File: config.mk
export PLATFORM = sky130hd
export DESIGN_NAME = div_iter_unit_flat
export DESIGN_NICKNAME = d
export VERILOG_FILES = /design/src/rtl/div_iter_unit_pkg.sv /design/src/rtl/div_iter_unit_if.sv /design/src/rtl/div_iter_unit_step.sv /design/src/rtl/div_iter_unit.sv /design/src/flat_wrapper.sv
export SDC_FILE = /design/constraint.sdc
export NUM_CORES = 1
export LEC_CHECK = 0
export CAP_MARGIN = 20
export CORE_MARGIN = 2
export CORE_UTILIZATION = 57
export DETAILED_ROUTE_END_ITERATION = 8
export PLACE_DENSITY = 0.81
export SYNTH_ARGS = -nofsm -noshare
export SYNTH_HDL_FRONTEND = slang
export SYNTH_SLANG_ARGS = --single-unit
File: constraint.sdc
create_clock -name clk -period 8.3 [get_ports clk]
set_input_delay 1.245 -clock clk [delete_from_list [all_inputs] [get_ports clk]]
set_output_delay 1.245 -clock clk [all_outputs]
set_load 0.005 [all_outputs]
File: src/rtl/div_iter_unit_pkg.sv
// Shared state codes and handshake constants for the iterative divider and the EX stage.
package div_iter_unit_pkg;

    typedef enum logic [1:0] {
        DivFree   = 2'b00,
        DivByZero = 2'b01,
        DivOn     = 2'b10,
        DivEnd    = 2'b11
    } div_state_t;

    // EX drives and compares against these literally; keep the values fixed.
    localparam logic        DivStart          = 1'b1;
    localparam logic        DivStop           = 1'b0;
    localparam logic        DivResultReady    = 1'b1;
    localparam logic        DivResultNotReady = 1'b0;
    localparam logic [31:0] ZeroWord          = 32'h0000_0000;

endpackage

File: src/rtl/div_iter_unit_if.sv
// EX <-> divider handshake: operands and level start from EX, registered result and ready back.
interface div_iter_unit_if #(parameter int WIDTH = 32);

    logic               signed_div;
    logic [WIDTH-1:0]   opdata1;
    logic [WIDTH-1:0]   opdata2;
    logic               start;
    logic               annul;
    logic [2*WIDTH-1:0] result;
    logic               ready;

    modport master (
        output signed_div, opdata1, opdata2, start, annul,
        input  result, ready
    );

    modport slave (
        input  signed_div, opdata1, opdata2, start, annul,
        output result, ready
    );

endinterface

File: src/rtl/div_iter_unit_step.sv
// One restoring-division step: shift {rem,quo} left, subtract divisor, keep the difference if it fits.
module div_step #(
    parameter int WIDTH = 32
) (
    input  logic [WIDTH-1:0] rem,
    input  logic [WIDTH-1:0] quo,
    input  logic [WIDTH-1:0] divisor,
    output logic [WIDTH-1:0] rem_next,
    output logic [WIDTH-1:0] quo_next
);

    logic [WIDTH:0]   shifted;
    logic [WIDTH-1:0] diff;
    logic             fits;

    // rem < divisor always holds, so the true difference fits in WIDTH bits and wraparound is harmless.
    always_comb begin
        shifted  = {rem, quo[WIDTH-1]};
        fits     = (shifted >= {1'b0, divisor});
        diff     = shifted[WIDTH-1:0] - divisor;
        rem_next = fits ? diff : shifted[WIDTH-1:0];
        quo_next = {quo[WIDTH-2:0], fits};
    end

endmodule

File: src/rtl/div_iter_unit.sv
// Iterative radix-2 restoring divider for EX div/divu; one quotient bit per clock, result held while start stays high.
module div_iter_unit
    import div_iter_unit_pkg::*;
#(
    parameter int WIDTH = 32
) (
    input  logic           clk,
    input  logic           rst,
    div_iter_unit_if.slave bus
);

    localparam int CntW = $clog2(WIDTH);

    div_state_t         state, next_state;
    logic               sgn_q, neg1_q, neg2_q;
    logic [WIDTH-1:0]   abs2_q;
    logic [WIDTH-1:0]   rem_q, quo_q;
    logic [CntW-1:0]    cnt_q;
    logic [2*WIDTH-1:0] result_q, result_d;
    logic               ready_q, ready_d;

    logic               op1_neg, op2_neg, accept, divisor_zero, last_step;
    logic [WIDTH-1:0]   abs1, abs2;
    logic [WIDTH-1:0]   rem_nx, quo_nx, q_fix, r_fix;

    always_comb begin
        op1_neg      = bus.signed_div & bus.opdata1[WIDTH-1];
        op2_neg      = bus.signed_div & bus.opdata2[WIDTH-1];
        abs1         = op1_neg ? (~bus.opdata1 + 1'b1) : bus.opdata1;
        abs2         = op2_neg ? (~bus.opdata2 + 1'b1) : bus.opdata2;
        accept       = (bus.start == DivStart) && !bus.annul;
        divisor_zero = (bus.opdata2 == '0);
        last_step    = (cnt_q == CntW'(WIDTH - 1));
    end

    div_step #(.WIDTH(WIDTH)) u_step (
        .rem      (rem_q),
        .quo      (quo_q),
        .divisor  (abs2_q),
        .rem_next (rem_nx),
        .quo_next (quo_nx)
    );

    // Sign fixup applies to the final step's output so the result registers on the same edge as ready.
    always_comb begin
        q_fix = (sgn_q && (neg1_q != neg2_q)) ? (~quo_nx + 1'b1) : quo_nx;
        r_fix = (sgn_q && neg1_q) ? (~rem_nx + 1'b1) : rem_nx;
    end

    always_ff @(posedge clk) begin
        if (rst) state <= DivFree;
        else     state <= next_state;
    end

    always_comb begin
        next_state = state;
        case (state)
            DivFree:   if (accept) next_state = divisor_zero ? DivByZero : DivOn;
            DivByZero: next_state = DivEnd;
            DivOn:     if (bus.annul) next_state = DivFree;
                       else if (last_step) next_state = DivEnd;
            DivEnd:    if ((bus.start == DivStop) || bus.annul) next_state = DivFree;
            default:   next_state = DivFree;
        endcase
    end

    always_comb begin
        ready_d  = DivResultNotReady;
        result_d = '0;
        case (state)
            DivByZero: ready_d = DivResultReady;
            DivOn: begin
                if (!bus.annul && last_step) begin
                    ready_d  = DivResultReady;
                    result_d = {r_fix, q_fix};
                end
            end
            DivEnd: begin
                if ((bus.start == DivStart) && !bus.annul) begin
                    ready_d  = DivResultReady;
                    result_d = result_q;
                end
            end
            default: ;
        endcase
    end

    always_ff @(posedge clk) begin
        if (rst) begin
            ready_q  <= DivResultNotReady;
            result_q <= '0;
            sgn_q    <= 1'b0;
            neg1_q   <= 1'b0;
            neg2_q   <= 1'b0;
            abs2_q   <= '0;
            rem_q    <= '0;
            quo_q    <= '0;
            cnt_q    <= '0;
        end else begin
            ready_q  <= ready_d;
            result_q <= result_d;
            if (state == DivFree && accept && !divisor_zero) begin
                sgn_q  <= bus.signed_div;
                neg1_q <= op1_neg;
                neg2_q <= op2_neg;
                abs2_q <= abs2;
                rem_q  <= '0;
                quo_q  <= abs1;
                cnt_q  <= '0;
            end else if (state == DivOn) begin
                rem_q <= rem_nx;
                quo_q <= quo_nx;
                cnt_q <= cnt_q + 1'b1;
            end
        end
    end

    assign bus.ready  = ready_q;
    assign bus.result = result_q;

endmodule

File: src/flat_wrapper.sv
// flat-port wrapper written by rule: the top's interface ports become plain ports
module div_iter_unit_flat import div_iter_unit_pkg::*;
#(
    parameter int WIDTH = 32
)
  (clk, rst, bus_signed_div, bus_opdata1, bus_opdata2, bus_start, bus_annul, bus_result, bus_ready);
  div_iter_unit_if #(.WIDTH(WIDTH)) bus_i ();
  input  logic clk;
  input  logic rst;
  input wire logic [$bits(bus_i.signed_div)-1:0] bus_signed_div;
  input wire logic [$bits(bus_i.opdata1)-1:0] bus_opdata1;
  input wire logic [$bits(bus_i.opdata2)-1:0] bus_opdata2;
  input wire logic [$bits(bus_i.start)-1:0] bus_start;
  input wire logic [$bits(bus_i.annul)-1:0] bus_annul;
  output wire logic [$bits(bus_i.result)-1:0] bus_result;
  output wire logic [$bits(bus_i.ready)-1:0] bus_ready;
  assign bus_i.signed_div = bus_signed_div;
  assign bus_i.opdata1 = bus_opdata1;
  assign bus_i.opdata2 = bus_opdata2;
  assign bus_i.start = bus_start;
  assign bus_i.annul = bus_annul;
  assign bus_result = bus_i.result;
  assign bus_ready = bus_i.ready;
  div_iter_unit #(.WIDTH(WIDTH)) u_core (.clk(clk), .rst(rst), .bus(bus_i));
endmodule
After elaboration in Yosys (flattened, before gate mapping)
Index checks and enable logic that the tools add are counted.

Flip-flop bits (word level): 171. Latch bits: 0. Bits in writable memories: 0. Bits in read-only memories: 0. Output and inout bits: 65. Memories kept: 0.

$add $sub $neg: 6. Multiply operators: 0. Div/mod/pow operators: 0. Order comparisons: 1. Eq/ne operators: 9. Shift-type cells: 0. Multiplexer cells: 19. Bitwise gates (word level): 7. Reduce and logical (&&, ||, !) cells: 14.

Operator list (number): $mux 32 (7); $add 32x1->32 const B (4); $mux 64 (2); $not 32->32 (4); $pmux 64 s2 (1); $ge 33x32->1 (1); $logic_not 32->1 (1); $sub 32x32->32 (1); $mux 2 (5); $pmux 2 s4 (1); $logic_and 1x1->1 (6); $add 5x1->5 const B (1); $eq 5x5->1 const B (1); $eq 2x2->1 const B (2); $ne 2x1->1 const B (2); $ne 3x2->1 const B (1); $pmux 1 s3 (1); $reduce_and 3->1 (1); $and 1x1->1 (2); $eq 2x1->1 const B (1); $logic_not 1->1 (2); $logic_not 2->1 (1); $mux 1 (2); $ne 2x2->1 const B (1); other kinds (5) (5).

Depth between registers and ports, before layout
Depth in word-level cells: 7. Gate-level depth with buffers: 21. Mapped depth without buffers: 17.

Hierarchy
A second synthesis with hierarchy kept.

Cells, all modules: 1470. Area, all modules: 11522.3 µm².

Modules (own cells, without submodules): div_iter_unit (times used 1, cells each 1115, area each 8951.1 µm², seq. area each 3423.3 µm²); div_step (times used 1, cells each 355, area each 2571.2 µm², seq. area each 0.0 µm²).

Worst setup path after synthesis
OpenSTA, ideal clock, no wires.

Path kind: reg2reg. Start point: register u_core.abs2_q[22]. End point: register u_core.result_q[58] (netlist: u_core.bus.result[58]). Setup time: 117 ps. Data arrival time: 4108 ps. Slack: 4075 ps. Stages on the path, launching flop included: 21. Path buffers: 5. Clock period less this slack: 4225 ps. Path through: dfxtp_1 inv_1 ha_1 buf_2 nand4_1 or3_1 o41a_1 nor4b_4 nand3_2 buf_2 buf_2 buf_2 buf_2 a21oi_1 inv_1 ha_1 o221ai_1 nor4b_4 a41oi_1 xnor2_1 a22o_1.

Word-level cells in the longest chain between the ends: 7. Elaborated cells on any way between the ends: 8. Classes of those cells: add/sub (2); order compare (1); mux (4); bitwise (1).

Ends and longest elaborated chain: from (decl) (RTL line div_iter_unit.sv:16) `logic [WIDTH-1:0] abs2_q;`; from (signal assigned) (RTL line div_iter_unit.sv:106) `abs2_q <= abs2;`; $sub 32x32->32 / $ge 33x32->1 (equally long branches) (RTL line div_iter_unit_step.sv:20, div_iter_unit_step.sv:19); $mux 32 * (RTL line div_iter_unit_step.sv:21) `rem_next = fits ? diff : shifted[WIDTH-1:0];`; $not 32->32 (RTL line div_iter_unit.sv:47) `r_fix = (sgn_q && neg1_q) ? (~rem_nx + 1'b1) : rem_nx;`; $add 32x1->32 (RTL line div_iter_unit.sv:47); $mux 32 * (RTL line div_iter_unit.sv:47); $mux 64 * (RTL line div_iter_unit.sv:73) `if (!bus.annul && last_step) begin`; $pmux 64 s2 * (RTL line div_iter_unit.sv:70) `case (state)`; to (signal assigned) (RTL line div_iter_unit.sv:101) `result_q <= result_d;`; to (decl) (RTL line div_iter_unit.sv:19) `logic [2*WIDTH-1:0] result_q, result_d;`.

Every way passes the cells marked *; elsewhere a longest branch is shown, timed or not. A chain may end at the register's enable or synchronous reset.

Final worst setup path
Start point: register u_core.quo_q[31]. End point: register u_core.result_q[58] (netlist: u_core.bus.result[58]).

Word-level cells in the longest chain between the ends: 7. Elaborated cells on any way between the ends: 8. Classes of those cells: add/sub (2); order compare (1); mux (4); bitwise (1).

Ends and longest elaborated chain: from (decl) (RTL line div_iter_unit.sv:17) `logic [WIDTH-1:0] rem_q, quo_q;`; from (signal assigned) (RTL line div_iter_unit.sv:108) `quo_q <= abs1;`; from (signal assigned) (RTL line div_iter_unit.sv:112) `quo_q <= quo_nx;`; $sub 32x32->32 / $ge 33x32->1 (equally long branches) (RTL line div_iter_unit_step.sv:20, div_iter_unit_step.sv:19); $mux 32 * (RTL line div_iter_unit_step.sv:21); $not 32->32 (RTL line div_iter_unit.sv:47); $add 32x1->32 (RTL line div_iter_unit.sv:47); $mux 32 * (RTL line div_iter_unit.sv:47); $mux 64 * (RTL line div_iter_unit.sv:73); $pmux 64 s2 * (RTL line div_iter_unit.sv:70).

Marked as above.

==> results.toml <==
[run_status]
status = "finished, final reports clean"

[critical_path]
r2r_setup_slack_ns = 3.51
start_kind = "flop"
reg2reg_depth = 15
cp.depth = 15
rr_startpoint = "u_core.quo_q[31]"
crit_family = "simple AND/OR/NAND/NOR gates"
cp_max_fo = 47
cp_data_arrival_time_ns = 5.11
crit_end = "u_core.bus.result[58]"
timing.rr.end = "u_core.bus.result[58]"
slowest_delay_ns = 0.54
required_ns = 8.62
startpoint = "u_core.quo_q[31]"
crit_buf_inv = 2
worstSetupPathType = "flop to flop"
crit_path_top_delay_cell = "dfxtp_1"
crit_chain = "inv_1, ha_1, nand2_1, or4_1, o41a_1, nor4b_4, nand3_2, buf_4, mux2i_1, ha_1, o221ai_1, nor4b_4, a41oi_1, xnor2_1, a22o_1"
endpoint_kind = "flop"

[timing]
tightest_slew_ns = 1.10
slew_headroom = 0.269
setup_tns_ns = 0
post-route-period-util = 0.577
rsz0062_at_grt = "no"
finalSetupViolations = 0
fmax_ghz = 0.209
finalHoldViolCount = 0
fin_skew_ns = 0.0142
layout_min_cycle_time_ns = 4.79
slew_violations = 0

[logic_synthesis]
synth_top_family_by_area = "compound AO/OA/AOI/OAI gates"
synth.distinct_cells = 80
synth_most_common_cell = "nor2_1"
ys_seq_area_frac = 0.299
synth_ff_type = "dfxtp_1"
syn_area_per_cell_sq_um = 7.68
synth_cells = 1492
synthesis.area_sq_mm = 0.0115
syn-num-nets = 1600
async_reset_ff_frac = 0
synth_edf_count = 0
muxShareOfSynthArea = 0.0157
synthSimpleGateAreaFrac = 0.230
synth_seq_cells = 171
synthAdderAreaFrac = 0.0441
synth.top_cells.by_count = "nor2_1 (205), dfxtp_1 (171), nand2_1 (160), a21oi_1 (104), xnor2_1 (72)"
synth_compound_area_frac = 0.259
yosysWarningCount = 0
synth.largest_area_cell = "dfxtp_1"
synth_top_cell_area_share = 0.299
synth_xor_area_frac = 0.101
ys_top_cells_by_area = "dfxtp_1 (30%), nor2_1 (6.7%), xnor2_1 (5.5%), nand2_1 (5.2%), xor2_1 (4.6%)"

[die]
start_util = 0.585
dieArea_sq_mm = 0.0213
coreArea_sq_mm = 0.0196
row_count = 51
io-pin-count = 134
die_y_um = 146
die_x_um = 146

[global_routing]
grt_use_total = 0.298
antenna_found_initial = 0
grt_max_degree = 95
grt_pass1_vias = 9818
grt_pass1_wl_mm = 51.9
grt_remaining_overflow = 0

[cts]
postCtsSetupBuffers = 0
tritoncts = "yes"
clock_latency_ns = 0.44
cts.reportedPaths.clkPinSlew_ns = 0.07
ctsHoldBuffers = 0
clockBufferDepth = 2
cts.sinks = 171
numCtsBuffers = 17
cts_resized = 0
cts-root-buf = "clkbuf_16"
cts.htree.levels = 4

[final_layout]
fin_util = 0.686
final_cell_area_sq_mm = 0.0134
diodes = 0
area_delta_synth_final_pct = 17.2
seq_area_sq_mm = 0.00342
multi_input_area_sq_mm = 0.00748
fin_cells = 1838
nFillCells = 1734
drive_above_1_share = 0.0426
nNetsFinal = 1669

[drt]
ant_nets = 0
vias_per_cell = 6.10
num_vias = 11200
wl_mm = 32.5
first_pass_iters = 5
routedWlPerCell_um = 17.7
dr.first_iter.drc_count = 1298
drc = 0

[worst_hold_path]
hold_class = "flop to flop"

[placed_design]
gp_congestion = 0.931
placed_area_sq_mm = 0.0128
placed_cells = 1807
port-buffer-count = 133
dpl.hpwl_mm = 24.5

[power_and_ir_drop]
power.density_mw_per_mm2 = 197
p_leak_nw = 5.02
irDropWorstVdd_mv = 0.113

[run]
drv_cap = 0
-- worst reg2reg max path, cell delays in order, from the launching register on --
cell and delay [ns]:
dfxtp_1 0.54, inv_1 0.09, ha_1 0.35, nand2_1 0.06, or4_1 0.54, o41a_1 0.33, nor4b_4 0.16, nand3_2 0.09
buf_4 0.49, mux2i_1 0.38, ha_1 0.31, o221ai_1 0.28, nor4b_4 0.45, a41oi_1 0.21, xnor2_1 0.19, a22o_1 0.20
-- how the worst min path moves through the flow --
stage	start	to	cells after the start
6_report	u_core.bus.result[41]	u_core.bus.result[41]	2
4_1_cts	u_core.bus.result[41]	u_core.bus.result[41]	2
5_1_grt	u_core.cnt_q[4]	u_core.cnt_q[4]	2
2_1_floorplan	u_core.abs2_q[22]	u_core.abs2_q[22]	2
3_3_place_gp	u_core.bus.result[41]	u_core.bus.result[41]	2
3_5_place_dp	u_core.bus.result[41]	u_core.bus.result[41]	2
-- per-stage QoR --
stage	hold WS [ns]	setup slack [ns]	total power, mW
6_report	0.458	3.51	2.64
3_5_place_dp	0.451	3.20	1.80
4_1_cts	0.460	3.59	2.63
5_1_grt	0.474	3.14	2.77
3_3_place_gp	0.439	3.39	1.78
2_1_floorplan	0.432	4.08	1.58
-- registers in the layout, summed over array words and instances, names as in the netlist --
name / count
u_core.state: 2
u_core.sgn_q: 1
u_core.bus.result: 64
u_core.quo_q: 32
u_core.bus.ready: 1
u_core.cnt_q: 5
u_core.abs2_q: 32
u_core.neg1_q: 1
u_core.neg2_q: 1
u_core.rem_q: 32
-- layout make-up --
| class | count | share of cell area |
|---|---|---|
| clock buffer | 19 | 0.0330 |
| clock inverter | 12 | 0.0120 |
| inverter | 58 | 0.0162 |
| multi-input combinational | 1173 | 0.557 |
| sequential | 171 | 0.255 |
| tap | 265 | 0.0247 |
| timing repair buffer | 140 | 0.103 |
-- routing by layer --
metal  GRT usage  up-vias  share of wire
met5           0        -              0
met4      0.0794        0          0.016
met3      0.0348       35          0.096
met2       0.406      489           0.40
met1       0.483     5165           0.49
li1            -     5523              -
-- cell usage in the layout (no fill, tap or decap), types with 18 or more instances in the layout --
cell,count
a211oi_1,58
a21oi_1,104
a22o_1,24
a22oi_1,34
a311oi_1,32
a31oi_1,19
clkdlybuf4s50_1,132
dfxtp_1,171
ha_1,38
inv_1,57
mux2i_1,18
nand2_1,158
nand3_1,23
nor2_1,203
nor3_1,37
nor4_1,19
o21ai_0,48
o31ai_1,18
xnor2_1,72
xor2_1,60
-- kinds of logic (layout without fill, tap and decap cells) --
group / after synthesis / in the layout
AOI/OAI and AO/OA: 423 / 423
xor gates and xnor gates: 132 / 132
adders and majority gates: 40 / 40
buffers and inverters: 148 / 229
DFF: 171 / 171
muxes: 18 / 18
and+or+nand+nor: 560 / 560
-- power breakdown --
group          internal, mW  switching [mW]  total (mW)
Sequential            0.854          0.0433       0.897
Combinational         0.342           0.567       0.908
Clock                 0.484           0.353       0.838
Power figures use the tool's default switching activity.
